## src/rtl/bitstream_pkg.sv

```systemverilog
// Shared types and helpers for the stochastic bitstream decoder.
// The saturation helper works one bit at a time so it stays independent of WIDTH.
package bitstream_pkg;

    typedef enum logic [1:0] {
        IDLE  = 2'd0,
        COUNT = 2'd1,
        DONE  = 2'd2
    } state_t;

    // The accumulator only overflows to exactly 2^WIDTH, where every low bit is zero.
    // ORing the overflow bit into each low bit therefore yields all-ones.
    function automatic logic sat_bit(input logic overflow, input logic bit_in);
        return overflow | bit_in;
    endfunction

endpackage

```

## src/rtl/bitstream_decoder_ones_counter.sv

```systemverilog
// Clearable, enable-gated ones accumulator (WIDTH+1 bits).
// The output count is saturated to WIDTH bits and includes the bit currently on x.
module ones_counter
    import bitstream_pkg::*;
#(
    parameter int WIDTH = 8
) (
    input  logic             clk,
    input  logic             n_rst,
    input  logic             clr,
    input  logic             en,
    input  logic             x,
    output logic [WIDTH-1:0] count
);

    logic [WIDTH:0] acc_r;
    logic [WIDTH:0] sum_s;

    assign sum_s = acc_r + {{WIDTH{1'b0}}, (x & en)};

    // Saturate the running sum bit by bit into the WIDTH-bit output.
    for (genvar i = 0; i < WIDTH; i++) begin : g_sat
        assign count[i] = sat_bit(sum_s[WIDTH], sum_s[i]);
    end

    // Accumulator register: clear has priority over counting.
    always_ff @(posedge clk or negedge n_rst) begin
        if (!n_rst) begin
            acc_r <= '0;
        end else if (clr) begin
            acc_r <= '0;
        end else if (en) begin
            acc_r <= sum_s;
        end else begin
            acc_r <= acc_r;
        end
    end

endmodule

```

## src/rtl/bitstream_decoder.sv

```systemverilog
// Decodes a stochastic bitstream by counting ones over a 2^WIDTH-cycle window.
// The result is held in a register and offered through a valid/ready handshake.
module bitstream_decoder
    import bitstream_pkg::*;
#(
    parameter int WIDTH   = 8,
    parameter bit BIPOLAR = 1'b0
) (
    input  logic             clk,
    input  logic             n_rst,
    input  logic             start,
    input  logic             x,
    input  logic             ready,
    output logic [WIDTH-1:0] value,
    output logic             valid,
    output logic             busy
);

    localparam logic [WIDTH-1:0] CNT_LAST = '1;
    localparam logic [WIDTH-1:0] MSB_MASK = {1'b1, {(WIDTH-1){1'b0}}};

    state_t           state_r;
    state_t           state_next_s;
    logic [WIDTH-1:0] cnt_r;
    logic [WIDTH-1:0] sat_s;
    logic [WIDTH-1:0] result_s;
    logic [WIDTH-1:0] value_r;
    logic             valid_r;
    logic             busy_r;
    logic             clr_s;
    logic             en_s;
    logic             load_s;

    ones_counter #(.WIDTH(WIDTH)) u_ones (
        .clk   (clk),
        .n_rst (n_rst),
        .clr   (clr_s),
        .en    (en_s),
        .x     (x),
        .count (sat_s)
    );

    // Bipolar offset of -2^(WIDTH-1) is the same as flipping the MSB.
    assign result_s = sat_s ^ (BIPOLAR ? MSB_MASK : {WIDTH{1'b0}});

    // Next-state logic and per-cycle control strobes.
    always_comb begin
        state_next_s = state_r;
        clr_s        = 1'b0;
        en_s         = 1'b0;
        load_s       = 1'b0;
        case (state_r)
            IDLE: begin
                if (start) begin
                    state_next_s = COUNT;
                    clr_s        = 1'b1;
                end else begin
                    state_next_s = IDLE;
                end
            end
            COUNT: begin
                en_s = 1'b1;
                if (cnt_r == CNT_LAST) begin
                    load_s       = 1'b1;
                    state_next_s = DONE;
                end else begin
                    state_next_s = COUNT;
                end
            end
            DONE: begin
                if (ready) begin
                    if (start) begin
                        state_next_s = COUNT;
                        clr_s        = 1'b1;
                    end else begin
                        state_next_s = IDLE;
                    end
                end else begin
                    state_next_s = DONE;
                end
            end
            default: begin
                state_next_s = IDLE;
            end
        endcase
    end

    // State register.
    always_ff @(posedge clk or negedge n_rst) begin
        if (!n_rst) begin
            state_r <= IDLE;
        end else begin
            state_r <= state_next_s;
        end
    end

    // Sample counter; wraps to zero naturally on the final sample.
    always_ff @(posedge clk or negedge n_rst) begin
        if (!n_rst) begin
            cnt_r <= '0;
        end else if (clr_s) begin
            cnt_r <= '0;
        end else if (en_s) begin
            cnt_r <= cnt_r + {{(WIDTH-1){1'b0}}, 1'b1};
        end else begin
            cnt_r <= cnt_r;
        end
    end

    // Output registers: flags follow the next state so they change with it.
    always_ff @(posedge clk or negedge n_rst) begin
        if (!n_rst) begin
            value_r <= '0;
            valid_r <= 1'b0;
            busy_r  <= 1'b0;
        end else begin
            value_r <= load_s ? result_s : value_r;
            valid_r <= (state_next_s == DONE);
            busy_r  <= (state_next_s == COUNT);
        end
    end

    assign value = value_r;
    assign valid = valid_r;
    assign busy  = busy_r;

endmodule
```

## config.mk

```make
export PLATFORM = sky130hd
export DESIGN_NAME = bitstream_decoder
export DESIGN_NICKNAME = d
export VERILOG_FILES = /design/src/rtl/bitstream_pkg.sv /design/src/rtl/bitstream_decoder_ones_counter.sv /design/src/rtl/bitstream_decoder.sv
export SDC_FILE = /design/constraint.sdc
export NUM_CORES = 1
export LEC_CHECK = 0
export ABC_AREA = 1
export CAP_MARGIN = 40
export CORE_MARGIN = 3
export CORE_UTILIZATION = 35
export CTS_CLUSTER_DIAMETER = 50
export DETAILED_ROUTE_END_ITERATION = 8
export GPL_TIMING_DRIVEN = 1
export PLACE_DENSITY = 0.57
export SYNTH_ARGS = -nofsm -noshare
export SYNTH_HDL_FRONTEND = slang
export SYNTH_HIERARCHICAL = 1
export SYNTH_SLANG_ARGS = --single-unit
```

## constraint.sdc

```tcl
create_clock -name clk -period 2.18 [get_ports clk]
set_input_delay 0.654 -clock clk [delete_from_list [all_inputs] [get_ports clk]]
set_output_delay 0.654 -clock clk [all_outputs]
set_load 0.05 [all_outputs]
```

==> results of run 1 <==
-- final cells by class --
class	count	area, µm²	area share [%]
Multi-Input combinational cell	143	745.7	38.95
Sequential cell	29	725.7	37.91
Timing Repair Buffer	22	200.2	10.46
Inverter	25	93.84	4.902
Clock buffer	7	86.33	4.510
Tap cell	50	62.56	3.268
-- metal layers --
metal | global-route usage [%] | share of wire (%) | vias to the layer above
li1 | - | - | 676
met1 | 19.84 | 52 | 582
met2 | 18.91 | 41 | 26
met3 | 3.324 | 5.0 | 6
met4 | 5.533 | 2.0 | 0
met5 | 0 | 0 | -
-- worst reg2reg max path: cells and delay by family, from the launching register on --
| family | cells | cell delay (ns) |
|---|---|---|
| buffers and inverters | 3 | 0.24 |
| AND/OR/NAND/NOR | 9 | 0.83 |
| flip-flops | 1 | 0.42 |
| adder cells (fa/ha/maj) | 1 | 0.19 |
-- metrics by stage --
step                instance area, µm²  setup slack [ns]  power [mW]  TNS [ns]
floorplan                         1548            0.3568       1.051         0
global placement                  1810           -0.1616       1.193    -1.420
detailed placement                1810           -0.1850       1.193    -1.596
CTS                               1897           0.07481       1.645         0
global route                      1914          0.001450       1.785         0
finish                            1914           0.09162       1.642         0
-- cells by family (layout without fill, tap and decap cells) --
family | after synthesis | in the layout
xor+xnor | 2 | 2
buf+inv | 25 | 54
flops | 29 | 29
simple gates | 123 | 123
compound gates | 15 | 15
fa+ha+maj | 3 | 3
-- registers in the layout, summed over array words and instances (netlist names) --
| name | cells |
|---|---|
| u_ones/acc_r | 9 |
| valid | 1 |
| state_r | 2 |
| busy | 1 |
| value | 8 |
| cnt_r | 8 |
-- layout by cell type, fill, tap and decap left out --
cell and count:
nand2_1 69, dfrtp_1 29, inv_1 23, nand3_1 20
nor2_1 16, clkdlybuf4s50_1 14, o21ai_0 9, buf_4 8
clkbuf_8 6, nor2_4 3, nand3_2 3, o21bai_1 3
nand2_2 3, inv_2 2, nand2_4 2, nor2_2 2
a21oi_1 2, nand4_1 2, nand3_4 1, nor2_8 1
nor3_1 1, ha_1 1, clkbuf_1 1, xnor2_1 1
xor2_1 1, o22ai_1 1, ha_4 1, ha_2 1
-- cell usage after synthesis --
cell type | count | area, µm²
a21oi_1 | 2 | 10.01
dfrtp_1 | 29 | 725.7
ha_1 | 3 | 37.54
inv_1 | 23 | 86.33
inv_2 | 2 | 7.510
nand2_1 | 69 | 259.0
nand2_2 | 3 | 18.77
nand2_4 | 2 | 22.52
nand3_1 | 20 | 100.1
nand3_2 | 3 | 30.03
nand3_4 | 1 | 17.52
nand4_1 | 2 | 12.51
nor2_1 | 17 | 63.81
nor2_2 | 1 | 6.260
nor2_4 | 3 | 33.78
nor2_8 | 1 | 20.02
nor3_1 | 1 | 5.000
o21ai_0 | 9 | 45.04
o21bai_1 | 3 | 22.52
o22ai_1 | 1 | 6.260
xnor2_1 | 1 | 8.760
xor2_1 | 1 | 8.760
-- power breakdown --
group	switching, mW	internal (mW)	leakage [nW]	total (mW)
logic	0.266	0.189	0.584	0.455
registers	0.108	0.635	0.339	0.744
clock network	0.194	0.250	0.0443	0.444
-- final timing paths --
check                           start         endpoint  slack [ns]  cells after the start
hold / removal               value[4]         value[4]        0.47                      2
setup / recovery             value[7]         value[7]        0.09                      1
setup reg to reg           state_r[0]         value[5]        0.39                     13
min in group asynchronous       n_rst  u_ones/acc_r[4]        0.76                      2
hold reg to reg              value[4]         value[4]        0.47                      2
max in group asynchronous       n_rst         cnt_r[1]        1.13                      2
==> flow_summary_export.csv, run 1 <==
group,metric,value,unit
cells_and_area,areaGrowthSynthToFinish,23.69,%
logic_synthesis,synthAdderAreaFrac,2.425,%
route,wl_per_cell,11.36,µm
setup_path,critPathCaptureType,"output pin",
setup_path,worstPathRequired,1.53,ns
setup_path,crit_family,"buffers and inverters",
cts,path_clk_slew,0.06,ns
hold_path,hold_class,"reg -> reg",
timing,hold_viol,0,
placed_design,port_buffers,14,
route,first_iter_violations,81,
logic_synthesis,netlist_area,0.001548,mm²
timing,tightest_slew,0.4999,ns
cts,cts_sinks,29,
floorplanning,die_y,72.50,µm
setup_path,worstPathMaxFanout,2,
timing,whs,0.4674,ns
cts,ctsResizeCount,0,
logic_synthesis,synth-seq-area-share,46.89,%
timing,setup_viol,0,
global_route,grt_pass1_wl,5478,µm
cells_and_area,drive_above_1_share,14.60,%
global_route,antenna_found_initial,0,
cts,cts_max_level,2,
floorplanning,die_area,0.005256,mm²
logic_synthesis,synth_compound_area_share,5.416,%
floorplanning,die_w,72.50,µm
placed_design,dp.cells,269,
setup_path,crit_buf_inv,1,
setup_path,path_cells,"clkdlybuf4s50_1",
setup_path,cp-start-kind,"register",
cells_and_area,fin_cells,276,
timing,drv_slew,0,
timing,max_slew_margin,66.57,%
logic_synthesis,yosys.area_share.xor_xnor,1.132,%
route,num_vias,1290,
cells_and_area,final_nets,234,
logic_synthesis,muxShareOfSynthArea,0,%
global_route,track_usage,13.53,%
global_route,overflow,0,
cells_and_area,final_util,46.20,%
cts,postCtsHoldBufs,0,
logic_synthesis,yosys.area_share.simple,38.08,%
route,drtAntennaViolNets,0,
logic_synthesis,synthCells,197,
cts,cts_buffer_depth,2,
global_route,grt_pass1_vias,1150,
logic_synthesis,synth_top_family_by_area,"simple AND/OR/NAND/NOR gates",
run_status,status,"finished clean",
floorplanning,row_count,23,
route,first_pass_iters,6,
placed_design,routabilityCongestion,0.8308,
placed_design,dp_hpwl,2364,µm
power_and_ir_drop,powerDensity,857.9,mW/mm²
logic_synthesis,synth_nets,205,
global_route,grt_start_max_net_pins,30,
cts,root_buffer,"clkbuf_8",
floorplanning,start_util,37.35,%
timing,fin_crit_sh,95.80,%
setup_path,worstPathArrival,1.43,ns
logic_synthesis,postSynthAreaPerCell,7.857,µm²
flow_run,drv_cap,0,
timing,rsz0062_at_grt,"no",
logic_synthesis,synth_cell_type_count,22,
timing,period_minus_slack,2.088,ns
timing,skew,0.007479,ns
logic_synthesis,yosysWarnings,6,
route,avgViaCountPerCell,4.674,
cells_and_area,num_antenna_cells,0,
cts,clkLatencyLatePin,0.28,ns
power_and_ir_drop,p_leak,0.9667,nW
floorplanning,io_pins,15,
floorplanning,design.core.area,0.004144,mm²
cts,cts_made_buffers,5,
cts,post_cts.repair.setup_buffers,0,
setup_path,cp_slowest_cell,"clkdlybuf4s50_1",
route,routed_wl,3135,µm
setup_path,max_stage_delay,0.80,ns
setup_path,criticalPathCategory,"reg -> out",
power_and_ir_drop,ir_drop,0.3183,mV
cts,cts_tree,"yes",
logic_synthesis,ys_seq_elements,29,
timing,max_freq,0.4788,GHz
route,drc,0,
cells_and_area,fillers,426,
(Power assumes the default switching activity.)
==> run 2, diff against run 1 <==
Settings changed: MAX_ROUTING_LAYER set to met4.
==> run 2 against run 1 <==
- critical path depth did not move
- register-to-register slack hardly changed
- clock power is essentially flat
- largest cell class unchanged
- critical endpoint unchanged
- clock skew about the same
- sequential power barely moved
- utilization did not move
- clock-buffer cell count did not move
- fmax fell by 0.10%
- die area unchanged
- combinational power hardly changed
==> flow_summary_export.csv, run 2 (synthesis results as in run 1) <==
group,metric,value,unit
flow_run,drv_cap,0,
cts,cts_made_buffers,5,
timing,tightest_slew,0.4999,ns
cts,cts_tree,"yes",
power_and_ir_drop,p_leak,0.9667,nW
floorplanning,io_pins,15,
route,routed_wl,3168,µm
timing,max_freq,0.4784,GHz
cells_and_area,top_register,"u_ones/acc_r",
cts,ctsResizeCount,0,
setup_path,max_stage_delay,0.80,ns
hold_path,hold_class,"reg -> reg",
global_route,antenna_found_initial,0,
floorplanning,start_util,37.35,%
power_and_ir_drop,powerDensity,860.1,mW/mm²
cts,root_buffer,"clkbuf_8",
timing,hold_viol,0,
setup_path,cp.depth,1,
cells_and_area,final_nets,234,
cells_and_area,drive_above_1_share,14.60,%
cells_and_area,largest_register_ffs,9,
setup_path,worstPathRequired,1.53,ns
timing,period_minus_slack,2.091,ns
route,num_vias,1295,
timing,rsz0062_at_grt,"no",
cts,cts_max_level,2,
placed_design,port_buffers,14,
route,avgViaCountPerCell,4.692,
cts,path_clk_slew,0.06,ns
setup_path,path_cells,"clkdlybuf4s50_1",
hold_path,holdPathStages,2,
global_route,grt_pass1_wl,5485,µm
run_status,status,"finished clean",
timing,fin_crit_sh,95.90,%
timing,setup_viol,0,
floorplanning,die_w,72.50,µm
cts,postCtsHoldBufs,0,
route,drtAntennaViolNets,0,
cts,cts_sinks,29,
setup_path,cp_slowest_cell,"clkdlybuf4s50_1",
route,first_pass_iters,4,
global_route,grt_pass1_vias,1158,
floorplanning,row_count,23,
setup_path,worstPathArrival,1.44,ns
power_and_ir_drop,ir_drop,0.3186,mV
placed_design,routabilityCongestion,0.8435,
timing,whs,0.4674,ns
cells_and_area,final_common_cell,"nand2_1",
setup_path,crit_family,"buffers and inverters",
floorplanning,die_area,0.005256,mm²
setup_path,ff2ff_path_depth,12,
global_route,overflow,0,
cts,post_cts.repair.setup_buffers,0,
route,wl_per_cell,11.48,µm
cells_and_area,areaGrowthSynthToFinish,23.69,%
floorplanning,die_y,72.50,µm
timing,skew,0.007684,ns
cells_and_area,final_util,46.20,%
route,drc,0,
cts,cts_buffer_depth,2,
setup_path,worstPathMaxFanout,2,
setup_path,crit_buf_inv,1,
timing,drv_slew,0,
floorplanning,design.core.area,0.004144,mm²
cells_and_area,final_cell_mix,"nand2_1, dfrtp_1, inv_1",
setup_path,criticalPathCategory,"reg -> out",
cells_and_area,num_antenna_cells,0,
setup_path,critPathCaptureType,"output pin",
global_route,grt_start_max_net_pins,30,
global_route,track_usage,14.02,%
cts,clkLatencyLatePin,0.28,ns
timing,max_slew_margin,66.57,%
setup_path,cp-start-kind,"register",
power_and_ir_drop,power.total,1.647,mW
placed_design,dp_hpwl,2364,µm
route,first_iter_violations,92,
[run 2: cell counts in the layout (fill, tap and decap cells not counted)]
Identical to the previous run, type by type.
[run 2: through the flow]
step	cells	setup slack (ns)	area [µm²]	setup TNS [ns]
2_1_floorplan	197	0.3568	1548	0
3_3_place_gp	269	-0.1616	1810	-1.420
3_5_place_dp	269	-0.1850	1810	-1.596
4_1_cts	276	0.07481	1897	0
5_1_grt	276	0.004152	1914	0
6_report	276	0.08948	1914	0
[run 2: worst paths after layout]
kind | start | slack [ns] | to
worst max-delay path | value[7] | 0.09 | value[7]
min in group asynchronous | n_rst | 0.76 | u_ones/acc_r[4]
worst max register to register | state_r[0] | 0.38 | value[5]
worst min register to register | value[4] | 0.47 | value[4]
worst min-delay path | value[4] | 0.47 | value[4]
max in group asynchronous | n_rst | 1.13 | cnt_r[1]
[run 2: area by class of cell]
cell class                 count  area [µm²]
multi-input combinational    143       745.7
clock buffer                   7       86.33
timing repair buffer          22       200.2
fill                         426        2230
tap                           50       62.56
inverter                      25       93.84
sequential                    29       725.7
[run 2: worst register-to-register path: stages (launching register included)]
cell,delay [ns]
dfrtp_1,0.42
inv_2,0.08
nor2_4,0.12
nand2_1,0.06
inv_1,0.05
ha_2,0.19
buf_4,0.11
nand3_1,0.10
o21ai_0,0.25
nand2_1,0.12
nand2_1,0.09
nand3_1,0.07
nand2_1,0.07
[run 2: power breakdown]
part           leakage, nW  switching [mW]  total [mW]  internal (mW)
Clock               0.0443           0.196       0.445          0.250
Sequential           0.339           0.109       0.744          0.635
Combinational        0.584           0.268       0.457          0.189
[run 2: layer usage]
metal | track usage [%] | vias to the layer above | share of wire, %
met2 | 18.91 | 25 | 41
met1 | 19.84 | 590 | 52
met3 | 3.740 | 5 | 4.5
met4 | 5.533 | 0 | 2.0
met5 | - | - | 0
li1 | - | 675 | -
==> run 3, diff against run 2 <==
Settings changed: SETUP_SLACK_MARGIN set to 0.2.
==> run 3 against run 2 <==
- routed wire length grew 0.35%
- non-clock buffer count rose by 2
- via count fell by 0.69%
- register-to-register slack is essentially flat
- utilization rose by 1.1 points
- fmax up 15%
- global-route usage grew 0.15 points
- clock skew down 0.0026 ns
- cell area rose by 2.4%
- final cell count rose by 0.72%
- critical path type unchanged
- critical endpoint unchanged
- highest routed layer unchanged
==> flow_summary_export.csv, run 3 (synthesis results as in run 1) <==
group,metric,value,unit
cells_and_area,areaGrowthSynthToFinish,26.60,%
setup_path,worstPathArrival,1.16,ns
setup_path,r2r_start,"state_r[0]",
run_status,status,"finished clean",
setup_path,ff2ff_path_depth,13,
timing,setup_viol,0,
timing,drv_slew,0,
cells_and_area,top_register,"u_ones/acc_r",
setup_path,cp_slowest_cell,"dlygate4sd2_1",
timing,tightest_slew,0.4946,ns
setup_path,regToRegEndpoint,"value[5]",
global_route,grt_pass1_vias,1166,
placed_design,dp_hpwl,2364,µm
global_route,antenna_found_initial,0,
global_route,grt_pass1_wl,5547,µm
route,drc,0,
route,first_iter_violations,90,
cells_and_area,final_common_cell,"nand2_1",
route,wl_per_cell,11.44,µm
setup_path,criticalPathCategory,"reg -> out",
route,routed_wl,3179,µm
setup_path,crit_start,"value[7]",
placed_design,port_buffers,14,
floorplanning,design.core.area,0.004144,mm²
power_and_ir_drop,ir_drop,0.3180,mV
floorplanning,row_count,23,
setup_path,path_cells,"dlygate4sd2_1",
global_route,overflow,0,
cts,cts_max_level,2,
cts,clkLatencyLatePin,0.28,ns
floorplanning,die_area,0.005256,mm²
route,avgViaCountPerCell,4.626,
cts,root_buffer,"clkbuf_8",
flow_run,drv_cap,0,
cells_and_area,final_area,0.001959,mm²
cells_and_area,largest_register_ffs,9,
hold_path,hold_class,"reg -> reg",
power_and_ir_drop,p_leak,0.9716,nW
cells_and_area,regArea,725.7,µm²
floorplanning,die_y,72.50,µm
cts,postCtsHoldBufs,0,
cts,path_clk_slew,0.06,ns
route,highest_layer,"met4",
setup_path,crit_buf_inv,1,
cells_and_area,drive_above_1_share,18.86,%
power_and_ir_drop,power.total,1.678,mW
timing,fin_crit_sh,83.34,%
power_and_ir_drop,powerDensity,856.5,mW/mm²
route,drtAntennaViolNets,0,
global_route,track_usage,14.17,%
setup_path,worstPathMaxFanout,2,
cells_and_area,num_antenna_cells,0,
cells_and_area,fillers,417,
placed_design,placed_area,0.001810,mm²
cts,cts_buffer_depth,2,
timing,hold_viol,0,
hold_path,min_to,"value[4]",
setup_path,worstPathRequired,1.53,ns
setup_path,critPathCaptureType,"output pin",
cts,cts_tree,"yes",
route,num_vias,1286,
placed_design,routabilityCongestion,0.8435,
global_route,grt_start_max_net_pins,30,
route,wl_met3,137,µm
setup_path,crit_family,"buffers and inverters",
timing,period_minus_slack,1.817,ns
cells_and_area,final_util,47.28,%
cts,cts_made_buffers,5,
cells_and_area,final_nets,236,
route,first_pass_iters,4,
cells_and_area,multi_input_area,785.8,µm²
hold_path,holdPathStages,2,
timing,rsz0062_at_grt,"no",
floorplanning,io_pins,15,
route,drt-met1-wl,1689,µm
timing,max_slew_margin,67.16,%
hold_path,hp-start,"value[4]",
route,wl_met2,1287,µm
timing,setup-tns-final,0,ns
timing,max_freq,0.5504,GHz
setup_path,max_stage_delay,0.53,ns
cells_and_area,final_cell_mix,"nand2_1, dfrtp_1, inv_1",
floorplanning,die_w,72.50,µm
cts,cts_sinks,29,
setup_path,r2r_slack,0.38,ns
floorplanning,start_util,37.35,%
setup_path,cp-start-kind,"register",
timing,skew,0.005080,ns
run 3: changes by cell type in the layout (fill, tap and decap cells not counted), sizes merged:
cell           before  now
buf                 8   10
clkdlybuf4s50      14    3
dlygate4sd2         0   10
dlymetal6s2s        0    1
run 3: stage by stage:
step / hold WS [ns] / std cells / worst slack [ns]
detailed placement: 0.4616 / 269 / -0.1850
global route: 0.4932 / 278 / 0.2219
floorplan: 0.3584 / 197 / 0.3568
global placement: 0.4554 / 269 / -0.1616
CTS: 0.4719 / 277 / 0.2061
finish: 0.4634 / 278 / 0.3631
run 3: per-layer routing:
metal / vias up / global-route usage (%)
met5: - / -
met4: 0 / 5.533
met3: 6 / 3.740
met2: 29 / 19.31
met1: 570 / 19.93
li1: 681 / -
run 3: layout make-up:
| cell class | instances | area share, % |
|---|---|---|
| Tap cell | 50 | 3.193 |
| Multi-Input combinational cell | 143 | 40.10 |
| Timing Repair Buffer | 24 | 10.47 |
| Sequential cell | 29 | 37.04 |
| Inverter | 25 | 4.789 |
| Clock buffer | 7 | 4.406 |
run 3: what timing repair did:
item | 4_1_cts | 5_1_grt
resized for setup | 15 | 10
buffers inserted | 1 | 1
cloned | 0 | 0
pin swaps | 2 | 8
setup endpoints to repair | 20 | 11
hold endpoints to repair | 0 | 0
run 3: worst register-to-register path, stage by stage (launching register included):
cell and delay [ns]:
dfrtp_1 0.42, inv_2 0.08, nor2_4 0.11, nand2_1 0.07, inv_2 0.06, ha_4 0.13, buf_4 0.10, nand2_1 0.04
nor2_1 0.21, nand3_1 0.14, nand2_1 0.13, nand2_2 0.06, nand3_1 0.07, nand2_1 0.05
run 3: report_power, final:
part	leakage, nW	switching (mW)	internal, mW
combinational	0.589	0.277	0.208
sequential	0.339	0.114	0.635
clock	0.0443	0.194	0.250
total	0.972	0.585	1.09
run 3: how the worst max path moves through the flow:
stage / endpoint / slack, ns / depth (start not counted)
6_report: value[7] / 0.36 / 1
5_1_grt: value[0] / 0.22 / 14
3_3_place_gp: value[6] / -0.16 / 12
4_1_cts: value[5] / 0.21 / 12
2_1_floorplan: value[6] / 0.36 / 11
3_5_place_dp: value[6] / -0.18 / 12
